`src/rtl/accum_sched_pkg.sv`:
```
// Shared formats, FSM encoding and the round-robin pick used by accum_sched.
package accum_sched_pkg;

  localparam int IN_W   = 16;
  localparam int ACC_W  = 20;
  localparam int FRAC_W = 12;

  typedef enum logic [1:0] {IDLE, CLEAR, RUN, DONE} state_t;

  // First set bit of req at or after ptr, wrapping modulo n (n <= 8).
  function automatic logic [2:0] rr_pick(input logic [7:0] req, input logic [2:0] ptr,
                                         input int n);
    logic [2:0] pick;
    logic       found;
    int         idx;
    pick  = '0;
    found = 1'b0;
    for (int i = 0; i < 8; i++) begin
      idx = (int'(ptr) + i) % n;
      if (i < n && !found && req[idx[2:0]]) begin
        pick  = idx[2:0];
        found = 1'b1;
      end
    end
    return pick;
  endfunction

endpackage

```
`src/rtl/accumulator.sv`:
```
// Q8.12 running sum of sign-extended Q4.12 samples, wrapping modulo 2^ACC_W.
module accumulator
  import accum_sched_pkg::*;
(
  input  logic             clk,
  input  logic             reset,
  input  logic             data_en,
  input  logic [IN_W-1:0]  data_in,
  output logic [ACC_W-1:0] acc
);

  always_ff @(posedge clk) begin
    if (reset) begin
      acc <= '0;
    end else if (data_en) begin
      acc <= acc + {{(ACC_W-IN_W){data_in[IN_W-1]}}, data_in};
    end
  end

endmodule

```
`src/rtl/accum_sched.sv`:
```
// Round-robin owner of one shared accumulator: grant, clear, stream a burst, hand back the sum.
// Handshakes: a transfer happens on a rising edge where valid and ready are both 1; valid,
// once raised, holds with stable payload until that edge.
module accum_sched
  import accum_sched_pkg::*;
#(
  parameter int N_REQ = 4,
  parameter int LEN_W = 8
) (
  input  logic                       clk,
  input  logic                       reset,
  input  logic [N_REQ-1:0]           req,
  input  logic [N_REQ*LEN_W-1:0]     req_len,
  input  logic [N_REQ*16-1:0]        in_data,
  input  logic [N_REQ-1:0]           in_valid,
  output logic [N_REQ-1:0]           in_ready,
  output logic [N_REQ-1:0]           grant,
  output logic [19:0]                res_data,
  output logic [$clog2(N_REQ)-1:0]   res_id,
  output logic                       res_ovf,
  output logic                       res_valid,
  input  logic                       res_ready,
  output logic                       busy
);

  localparam int ID_W = $clog2(N_REQ);

  state_t           state;
  logic [ID_W-1:0]  id, ptr, pick, id_next;
  logic [LEN_W-1:0] len, cnt;
  logic             ovf_flag;
  logic [IN_W-1:0]  sample;
  logic [ACC_W-1:0] acc, ext, sum;
  logic             hs, ovf_now, last;

  assign pick    = ID_W'(rr_pick(8'(req), 3'(ptr), N_REQ));
  assign id_next = (id == ID_W'(N_REQ-1)) ? '0 : id + ID_W'(1);
  assign sample  = in_data[id*IN_W +: IN_W];
  assign hs      = (state == RUN) && in_valid[id];
  assign last    = (cnt == len - LEN_W'(1));

  // Overflow is judged on the same operands the accumulator is about to add.
  assign ext     = {{(ACC_W-IN_W){sample[IN_W-1]}}, sample};
  assign sum     = acc + ext;
  assign ovf_now = (acc[ACC_W-1] == ext[ACC_W-1]) && (sum[ACC_W-1] != acc[ACC_W-1]);

  always_comb begin
    in_ready = '0;
    if (state == RUN) in_ready[id] = 1'b1;
  end

  assign res_data = acc;
  assign res_id   = id;
  assign res_ovf  = ovf_flag;

  accumulator u_acc (
    .clk     (clk),
    .reset   (reset | (state == CLEAR)),
    .data_en (hs),
    .data_in (sample),
    .acc     (acc)
  );

  always_ff @(posedge clk) begin
    if (reset) begin
      state     <= IDLE;
      id        <= '0;
      ptr       <= '0;
      len       <= '0;
      cnt       <= '0;
      ovf_flag  <= 1'b0;
      grant     <= '0;
      res_valid <= 1'b0;
      busy      <= 1'b0;
    end else begin
      case (state)
        IDLE: begin
          if (|req) begin
            id    <= pick;
            len   <= req_len[pick*LEN_W +: LEN_W];
            grant <= N_REQ'(1) << pick;
            busy  <= 1'b1;
            state <= CLEAR;
          end
        end
        CLEAR: begin
          cnt      <= '0;
          ovf_flag <= 1'b0;
          if (len != '0) begin
            state <= RUN;
          end else begin
            state     <= DONE;
            res_valid <= 1'b1;
          end
        end
        RUN: begin
          if (hs) begin
            cnt      <= cnt + LEN_W'(1);
            ovf_flag <= ovf_flag | ovf_now;
            if (last) begin
              state     <= DONE;
              res_valid <= 1'b1;
            end
          end
        end
        DONE: begin
          if (res_ready) begin
            state     <= IDLE;
            grant     <= '0;
            busy      <= 1'b0;
            res_valid <= 1'b0;
            ptr       <= id_next;
          end
        end
        default: state <= IDLE;
      endcase
    end
  end

endmodule

```
`config.mk`:
```
export PLATFORM = sky130hd
export DESIGN_NAME = accum_sched
export DESIGN_NICKNAME = d
export VERILOG_FILES = /design/src/rtl/accum_sched_pkg.sv /design/src/rtl/accumulator.sv /design/src/rtl/accum_sched.sv
export SDC_FILE = /design/constraint.sdc
export NUM_CORES = 1
export LEC_CHECK = 0
export BUFFER_PORTS_ARGS = -buffer_cell sky130_fd_sc_hd__buf_2
export CAP_MARGIN = 40
export CORE_UTILIZATION = 40
export CTS_BUF_LIST = sky130_fd_sc_hd__clkbuf_4 sky130_fd_sc_hd__clkbuf_8 sky130_fd_sc_hd__clkbuf_16
export CTS_CLUSTER_SIZE = 30
export DETAILED_ROUTE_END_ITERATION = 16
export GPL_TIMING_DRIVEN = 0
export PLACE_DENSITY = 0.77
export REMOVE_ABC_BUFFERS = 1
export SLEW_MARGIN = 20
export SYNTH_ARGS = -nofsm -noshare
export SYNTH_HDL_FRONTEND = slang
export SYNTH_SLANG_ARGS = --single-unit
export TNS_END_PERCENT = 1
```
`constraint.sdc`:
```
create_clock -name clk -period 11.5 [get_ports clk]
set_input_delay 2.875 -clock clk [delete_from_list [all_inputs] [get_ports clk]]
set_output_delay 2.875 -clock clk [all_outputs]
set_load 0.05 [all_outputs]
```
## Yosys cells after proc, flatten, opt, wreduce, memory -nomap -nowiden

Index checks and enable logic that the tools add are counted.

| operators by class | value |
|---|---|
| bitwise operators | 5 |
| equality and inequality tests | 12 |
| $lt $le $gt $ge | 6 |
| mux-type cells | 41 |
| shift-type cells | 3 |
| $add $sub $neg | 7 |
| reduce and logical (&&, ||, !) cells | 24 |

Operator list:

| kind | count |
|---|---|
| variable part select 64 x 7 -> 16 bit | 1 |
| variable part select 32 x 6 -> 8 bit | 1 |
| adder 20 bit | 1 |
| two-way mux 2 bit | 9 |
| two-way mux 1 bit | 16 |
| one-hot mux 8 bit (2 select lines) | 1 |
| less-than comparator 3 x 4 -> 1 bit (second input constant) | 3 |
| two-way mux 4 bit | 3 |
| inequality test 2 bit (second input constant) | 5 |
| binary-select mux 1 bit (select 3 bit) | 3 |
| adder 8 x 1 -> 8 bit (second input constant) | 1 |
| == test 8 bit | 1 |
| two-way mux 8 bit | 1 |
| one-hot mux 2 bit (4 select lines) | 1 |
| one-hot mux 4 bit (2 select lines) | 1 |
| nonzero test 8 bit | 1 |
| subtractor 8 x 1 -> 8 bit (second input constant) | 1 |
| == test 2 bit (second input constant) | 3 |
| logical AND 1 bit | 6 |
| AND reduction 2 bit | 3 |
| OR reduction 2 bit | 3 |
| AND reduction 5 bit | 1 |
| adder 2 x 1 -> 2 bit (second input constant) | 2 |
| adder 2 bit (second input constant) | 2 |
| other kinds (20) | 28 |

| storage, ports and cells | value |
|---|---|
| register bits | 49 |
| bits of input ports | 107 |

## Longest topological paths before layout

Gate-level depths: netlist of the first run.

| logic depth | value |
|---|---|
| depth after elaboration | 16 |
| mapped depth | 13 |

## Cells and area by module

From an unflattened synthesis of the first run, not the netlist that was laid out.

| second synthesis, totals | value |
|---|---|
| cells, all modules | 521 |
| area total of the unflattened synthesis | 4,475.5 um^2 |

Modules (own cells, without submodules):

| module | seq. area each (um^2) | area each (um^2) | times used | cells an instance |
|---|---|---|---|---|
| accum_sched | 580.6 | 2,735.1 | 1 | 301 |
| accumulator | 400.4 | 1,740.4 | 1 | 220 |

## Least setup slack after synthesis of the first run

OpenSTA, ideal clock, no wires.

| timing | value |
|---|---|
| kind | input port to flip-flop |
| start | input port in_data[54] |
| end | register u_acc.acc[17] |
| arrival | 5,287 ps |
| library setup time | 122 ps |
| path slack | 6,091 ps |
| stages on the path | 9 |
| required time | 11,378 ps |
| cell sequence | mux4_2 > ha_1 > a211o_1 > o22a_1 > o211ai_1 > o21ai_0 > o311ai_0 > a2111oi_0 > a311o_1 |

| between the ends | value |
|---|---|
| word-level cells in the longest chain between the ends | 2 |

Ends and longest elaborated chain:

| item | line | source |
|---|---|---|
| from (decl) | accum_sched.sv:14 | `input logic [N_REQ*16-1:0] in_data,` |
| variable part select 64 x 7 -> 16 bit | accum_sched.sv:38 | `assign sample = in_data[id*IN_W +: IN_W];` |
| adder 20 bit | accumulator.sv:16 | `acc <= acc + {{(ACC_W-IN_W){data_in[IN_W-1]}}, data_in};` |
| to (signal assigned) | accumulator.sv:16 |  |
| to (decl) | accumulator.sv:9 | `output logic [ACC_W-1:0] acc` |

Every way passes these cells.
A chain may end at the register's enable or synchronous reset.

## Worst setup path in the final report of the first run

| timing | value |
|---|---|
| start | input port in_data[49] |
| end | register u_acc.acc[17] |

The elaborated chain is that of the path after synthesis.

==> impl_results.md, run 1 <==
* Worst path max stage delay at 0.48 ns
* Reg clk slew, reported paths at 0.09 ns
* GR Overflow Total at 0
* First-pass GRT wire length at 16900 um
* Area after DPL at 4700 sq um
* Synthesized cell area at 3900 sq um
* Sequential Area at 982 sq um
* FILL cells at 899
* Synth Register Bits at 49
* Clock Skew at 0.00646 ns
* Dpl hpwl at 7930 um
* Hold path start: grant[0]$_SDFFE_PP0P_
* Critical path class: input pin to register
* Crit Reg-Reg Endpoint: u_acc.acc[17]$_SDFFE_PP0P_
* Clock Path Buffers at 2
* EDFF count, synth at 0
* Largest net degree at the start of global routing at 29
* Root Buffer: clkbuf_8
* Leakage at 2.20 nW
* H-Tree Level Count at 2
* Slowest cell on crit path: mux4_2
* Hold path depth at 2
* Distinct cells, synth at 57
* CTS resizes at 0
* CP startpoint kind: input pin
* Setup crit end kind: register
* Setup ws final at 5.89 ns
* Area grow syn2layout at 23.8%
* RSZ-0062 raised after global routing: no
* Fin. max-slew vios at 0
* Core ar. at 9330 sq um
* Most frequent cells in the layout: buf_2, nand2_1, a21oi_1, dfxtp_1, nor2_1
* Setup Fix Bufs, Post-CTS at 0
* Worst Hold Path EP: grant[0]$_SDFFE_PP0P_
* Synthesized instance count at 465
* Sum Neg Setup Slack at 0 ns
* WP buf/inv at 1
* Initial antenna violation count at 0
* Vias at 3934
* Total Die Area at 10200 sq um
* Routed Wire Length at 10100 um
* Status: finished, final reports clean
* Post-DRT Antenna Nets at 0
* Total track usage at 20.7%
* Final instance area at 4830 sq um
* Number of global-route vias before repair at 3803
* Io pins at 140
* Mean area per synthesized cell at 8.39 sq um
* Detailed Route Iter0 Violations at 174
* Crit-path leading delay family: compound AO/OA/AOI/OAI gates
* Wire per inst at 14.0 um
* Synth top area share at 25.1%
* R2R depth at 9
* Port Buffers at 139
* Worst slew pin tran at 0.760 ns
* Inserted Clock Buffers at 5
* Layout cells sized above 1 at 32.1%
* DR vias/cell at 5.46
* Nets at 728
* Minimum clock period at 5.61 ns
* Power per Cell Area at 159 nW/um^2
* Hold Path Class: register to register
* Total of max-cap violations at 0
* Pre-CTS setup slack at 5.60 ns
* Die Width at 101 um
* Area leader, netlist: dfxtp_1
* Hold Violations, Final at 0
* Peak supply drop at 0.0000985 V
* Number of cell rows at 35
* Synth area leaders: dfxtp_1, mux4_2, ha_1
* Multi-input gate area in the final layout at 2770 sq um
* Hold Buf Count CTS at 0
* Reg-to-Reg Start: res_id[0]$_SDFFE_PP0P_
* CTS sink cnt at 49
* Final Setup Violations at 0
* Residual DRC at 0
* Fmax at 178 MHz
* Async set-reset flop share out of synthesis at 0%
* Slew HR at 49.3%
* TritonCTS clock tree: done
* Fin crit share at 48.7%
* Crit. path cell count at 10
* # diodes at 0
* Ys flop type: dfxtp_1
* Die height at 101 um
* Hold slack at 0.468 ns
* Reg2Reg Setup Slack at 7.59 ns
* Post-synthesis sequential area ratio at 25.1%
* Largest fanout on the critical path at 4
* Drt pass-1 iters at 4
* Later-pin clock latency in the skew report at 0.31 ns
* WP data required at 11.70 ns
* Most common cell after layout, fill and taps aside: buf_2
* Warning count from the yosys run at 0
* Global placer's final weighted congestion at 0.857
* Starting Density at 41.8%
* CP arrival at 5.80 ns
* Crit-path cells: buf_2 -> mux4_2 -> ha_1 -> a211oi_1 -> o21bai_1 -> o211ai_1 -> o21ai_0 -> o311ai_0 -> a2111oi_0 -> a311o_1
==> tightest hold or removal path: stages (launching register included) <==
cell	delay (ns)
dfxtp_1	0.32
nand2_1	0.05
a21oi_1	0.05
==> kinds of logic after synthesis <==
logic type               share of synthesized area [%]
AND/OR/NAND/NOR                                   18.9
AO/OA/AOI/OAI                                     22.1
flip-flops                                        25.1
buffers and inverters                             4.20
multiplexers                                      14.7
adder cells (fa/ha/maj)                           9.81
XOR/XNOR                                          5.16
==> through the flow <==
stage	total power, W	utilization, %	std cells
after floorplan	0.000543	-	441
after CTS	0.000770	51.5	718
after detailed placement	0.000645	50.4	711
after global routing	0.000827	51.8	720
after global placement	0.000629	50.0	709
final	0.000769	51.8	720
==> Yosys cell counts (4+ instances only) <==
library cell  instances
nand2_1              51
a21oi_1              49
dfxtp_1              49
nor2_1               35
ha_1                 29
o21ai_0              24
clkbuf_1             19
inv_1                19
mux4_2               17
xor2_1               16
nand3_1              15
mux2i_1              10
o211ai_1             10
nand2b_1              9
a211oi_1              8
mux2_2                8
nor3_1                8
a21o_1                7
and2_1                7
xnor2_1               7
and3_1                4
nand4_1               4
o22ai_1               4
==> state kept, by name, indices dropped and copies added, names as in the netlist <==
register and cells:
busy 1, cnt 8, grant 4, len 8
ptr 2, res_id 2, res_ovf 1, res_valid 1
state 2, u_acc.acc 20
==> per-layer routing <==
layer  vias up  GRT usage, %  wire (um)
met5         -             0          0
met4         0          7.02        158
met3        16          4.16        586
met2       129          37.5       5030
met1      1829          24.2       4320
li1       1960             -          -
==> worst max-delay path by stage <==
stage	end	from	slack, ns
finish	u_acc.acc[17]$_SDFFE_PP0P_	in_data[49]	5.89
global route	u_acc.acc[17]$_SDFFE_PP0P_	in_data[49]	5.65
CTS	u_acc.acc[17]$_SDFFE_PP0P_	in_data[49]	5.92
detailed placement	u_acc.acc[17]$_SDFFE_PP0P_	in_data[49]	5.60
global placement	u_acc.acc[17]$_SDFFE_PP0P_	in_data[49]	5.63
floorplan	u_acc.acc[17]$_SDFFE_PP0P_	in_data[54]	6.08
==> final cells by class <==
type	instances	share of cell area (%)
multi-input combinational	373	57.3
sequential	49	20.3
timing repair buffer	143	15.4
tap	129	3.34
inverter	19	1.48
clock buffer	5	1.42
clock inverter	2	0.725
==> report_power, final <==
group / leakage [nW] / switching [W] / internal [W]
clock: 0.0540 / 0.0000611 / 0.0000634
combinational: 1.74 / 0.000250 / 0.000166
sequential: 0.399 / 0.0000332 / 0.000196
total: 2.20 / 0.000344 / 0.000425
(Power assumes the default switching activity.)
==> inputs of run 2 (changes only) <==
--- a/config.mk
+++ b/config.mk
@@ -12,7 +12,7 @@
 export CTS_CLUSTER_SIZE = 30
 export DETAILED_ROUTE_END_ITERATION = 16
 export GPL_TIMING_DRIVEN = 0
-export PLACE_DENSITY = 0.77
+export PLACE_DENSITY = 0.79
 export REMOVE_ABC_BUFFERS = 1
 export SLEW_MARGIN = 20
 export SYNTH_ARGS = -nofsm -noshare
==> constraint.sdc (replaced) <==
create_clock -name clk -period 4.69 [get_ports clk]
set_input_delay 1.1725 -clock clk [delete_from_list [all_inputs] [get_ports clk]]
set_output_delay 1.1725 -clock clk [all_outputs]
set_load 0.05 [all_outputs]
==> run 2 against run 1 <==
Compared with the run above: sequential cell count stayed put; clock skew is 0.0055 ns higher; wire length is 0.25% higher; clock-buffer cell count is 2 higher; largest cell class unchanged; clock power grew to 2.7 times the previous value; critical path depth stayed put; sequential share of layout area is 0.084 points lower; combinational power is 150% higher; die area stayed put; largest power group unchanged; critical endpoint unchanged.
==> impl_results.md, run 2 (synthesis results as in run 1) <==
* Initial antenna violation count at 0 (unchanged)
* Area grow syn2layout at 24.3%
* Hold slack at 0.479 ns (+0.0113 ns)
* DP Cell Count at 711 (unchanged)
* Starting Density at 41.8% (unchanged)
* Fin. max-slew vios at 0 (unchanged)
* RSZ-0062 raised after global routing: no
* CTS resizes at 0 (unchanged)
* DR vias/cell at 5.46 (about the same)
* Leakage at 2.21 nW (+0.41%)
* Root Buffer: clkbuf_8
* Reg2Reg Setup Slack at 0.74 ns (-6.85 ns)
* Slew HR at 44.9% (-4.4 points)
* Top flop regs: u_acc.acc (20), cnt (8), len (8)
* Largest net degree at the start of global routing at 29 (unchanged)
* Number of cell rows at 35 (unchanged)
* Post-DRT Antenna Nets at 0 (unchanged)
* H-Tree Level Count at 2 (unchanged)
* Status: finished, final reports clean
* Vias at 3939 (+0.13%)
* Hold Buf Count CTS at 0 (unchanged)
* Register bank with the most flops: u_acc.acc
* R2R depth at 9 (unchanged)
* Fmax at 253 MHz
* Drt pass-1 iters at 4 (unchanged)
* Nets at 728 (unchanged)
* Hold Path Class: register to register
* Layout cells sized above 1 at 32.3% (+0.11 points)
* Clock Skew at 0.0119 ns (+0.00546 ns)
* Critical path class: input pin to register
* Routed Wire Length at 10100 um (+0.25%)
* First-pass GRT wire length at 16400 um (-3.3%)
* Hold Violations, Final at 0 (unchanged)
* Io pins at 140 (unchanged)
* Non-filler instance count after layout at 721 (+0.14%)
* CP arrival at 4.15 ns (-1.65 ns)
* Setup crit end kind: register
* Sum Neg Setup Slack at 0 ns (unchanged)
* Max reg flops at 20 (unchanged)
* Reg clk slew, reported paths at 0.09 ns (about the same)
* Wire per inst at 14.0 um (+0.11%)
* CTS sink cnt at 49 (unchanged)
* Die Width at 101 um (unchanged)
* Fin crit share at 84.3%
* Number of global-route vias before repair at 3753 (-1.3%)
* GR Overflow Total at 0 (unchanged)
* Setup Fix Bufs, Post-CTS at 0 (unchanged)
* Hold path depth at 2 (unchanged)
* Minimum clock period at 3.95 ns
* Reg-to-Reg Start: res_id[0]$_SDFFE_PP0P_
* Peak supply drop at 0.000364 V (+270%)
* Power per Cell Area at 397 nW/um^2 (+150%)
* Overall Power at 0.00193 W (+150%)
* Residual DRC at 0 (unchanged)
* WP data required at 4.89 ns (-6.81 ns)
* Largest fanout on the critical path at 4 (unchanged)
* CP startpoint kind: input pin
* Clock Path Buffers at 2 (unchanged)
* Total track usage at 19.8% (-0.90 points)
* Core ar. at 9330 sq um (unchanged)
* # diodes at 0 (unchanged)
* Dpl hpwl at 8020 um (+1.1%)
* Later-pin clock latency in the skew report at 0.31 ns (about the same)
* Final Core Density at 52.0% (+0.21 points)
* Most common cell after layout, fill and taps aside: buf_2
* Global placer's final weighted congestion at 0.883 (+3.0%)
* Total Die Area at 10200 sq um (unchanged)
* Multi-input gate area in the final layout at 2770 sq um (unchanged)
* Worst slew pin tran at 0.824 ns (+0.0635 ns)
* Total of max-cap violations at 0 (unchanged)
* Worst Hold Path EP: u_acc.acc[0]$_SDFFE_PP0P_
* Sequential Area at 982 sq um (unchanged)
* Hold path start: u_acc.acc[0]$_SDFFE_PP0P_
* Most frequent cells in the layout: buf_2, nand2_1, a21oi_1, dfxtp_1, nor2_1
* Final Setup Violations at 0 (unchanged)
* Detailed Route Iter0 Violations at 136 (-22%)
* FILL cells at 894 (-0.56%)
* Crit Reg-Reg Endpoint: u_acc.acc[17]$_SDFFE_PP0P_
* TritonCTS clock tree: done
* Die height at 101 um (unchanged)
* Inserted Clock Buffers at 5 (unchanged)
* Port Buffers at 139 (unchanged)
## run 2: cell count changes in the layout (fill, tap and decap cells not counted), sizes merged
cell / delta
clkbuf: +2
clkinv: -1
## run 2: metal layers
metal	global-route usage, %	share of wire [%]	vias up	wire length [um]
met1	22.1	41	1835	4140
met4	4.12	0.96	0	97
met5	0	0	-	0
met3	3.40	6.0	11	605
met2	38.8	52	136	5280
li1	-	-	1957	-
## run 2: report_power, final
group	switching, W	leakage (nW)	internal [W]	total (W)
sequential	0.0000826	0.399	0.000481	0.000563
clock	0.000150	0.0619	0.000180	0.000330
combinational	0.000625	1.75	0.000408	0.00103
total	0.000857	2.21	0.00107	0.00193
## run 2: final cells by class
class	instances	area share (%)
Clock inverter	1	0.619
Timing Repair Buffer	143	15.4
Clock buffer	7	1.86
Tap cell	129	3.33
Sequential cell	49	20.3
Multi-Input combinational cell	373	57.0
Inverter	19	1.47
## run 2: worst max-delay path by stage
stage                                      start                    endpoint  cells past startpoint
final                                in_data[49]  u_acc.acc[17]$_SDFFE_PP0P_                     10
after global routing      res_id[0]$_SDFFE_PP0P_  u_acc.acc[17]$_SDFFE_PP0P_                      9
after CTS                 res_id[0]$_SDFFE_PP0P_  u_acc.acc[17]$_SDFFE_PP0P_                      9
after detailed placement             in_data[49]  u_acc.acc[17]$_SDFFE_PP0P_                     10
after global placement    res_id[0]$_SDFFE_PP0P_  u_acc.acc[17]$_SDFFE_PP0P_                      9
after floorplan           res_id[0]$_SDFFE_PP0P_  u_acc.acc[17]$_SDFFE_PP0P_                      9
## run 2: critical path, stage by stage
cell	delay, ns
buf_2	0.09
mux4_2	0.48
ha_1	0.31
a211oi_1	0.32
o21bai_1	0.19
o211ai_1	0.31
o21ai_0	0.31
o311ai_0	0.46
a2111oi_0	0.18
a311o_1	0.34
## run 2: through the flow
stage / setup WS, ns / cell area (sq um)
2_1_floorplan: 0.656 / 3810
3_3_place_gp: 0.366 / 4670
3_5_place_dp: 0.454 / 4700
4_1_cts: 0.743 / 4820
5_1_grt: 0.395 / 4850
6_report: 0.737 / 4850
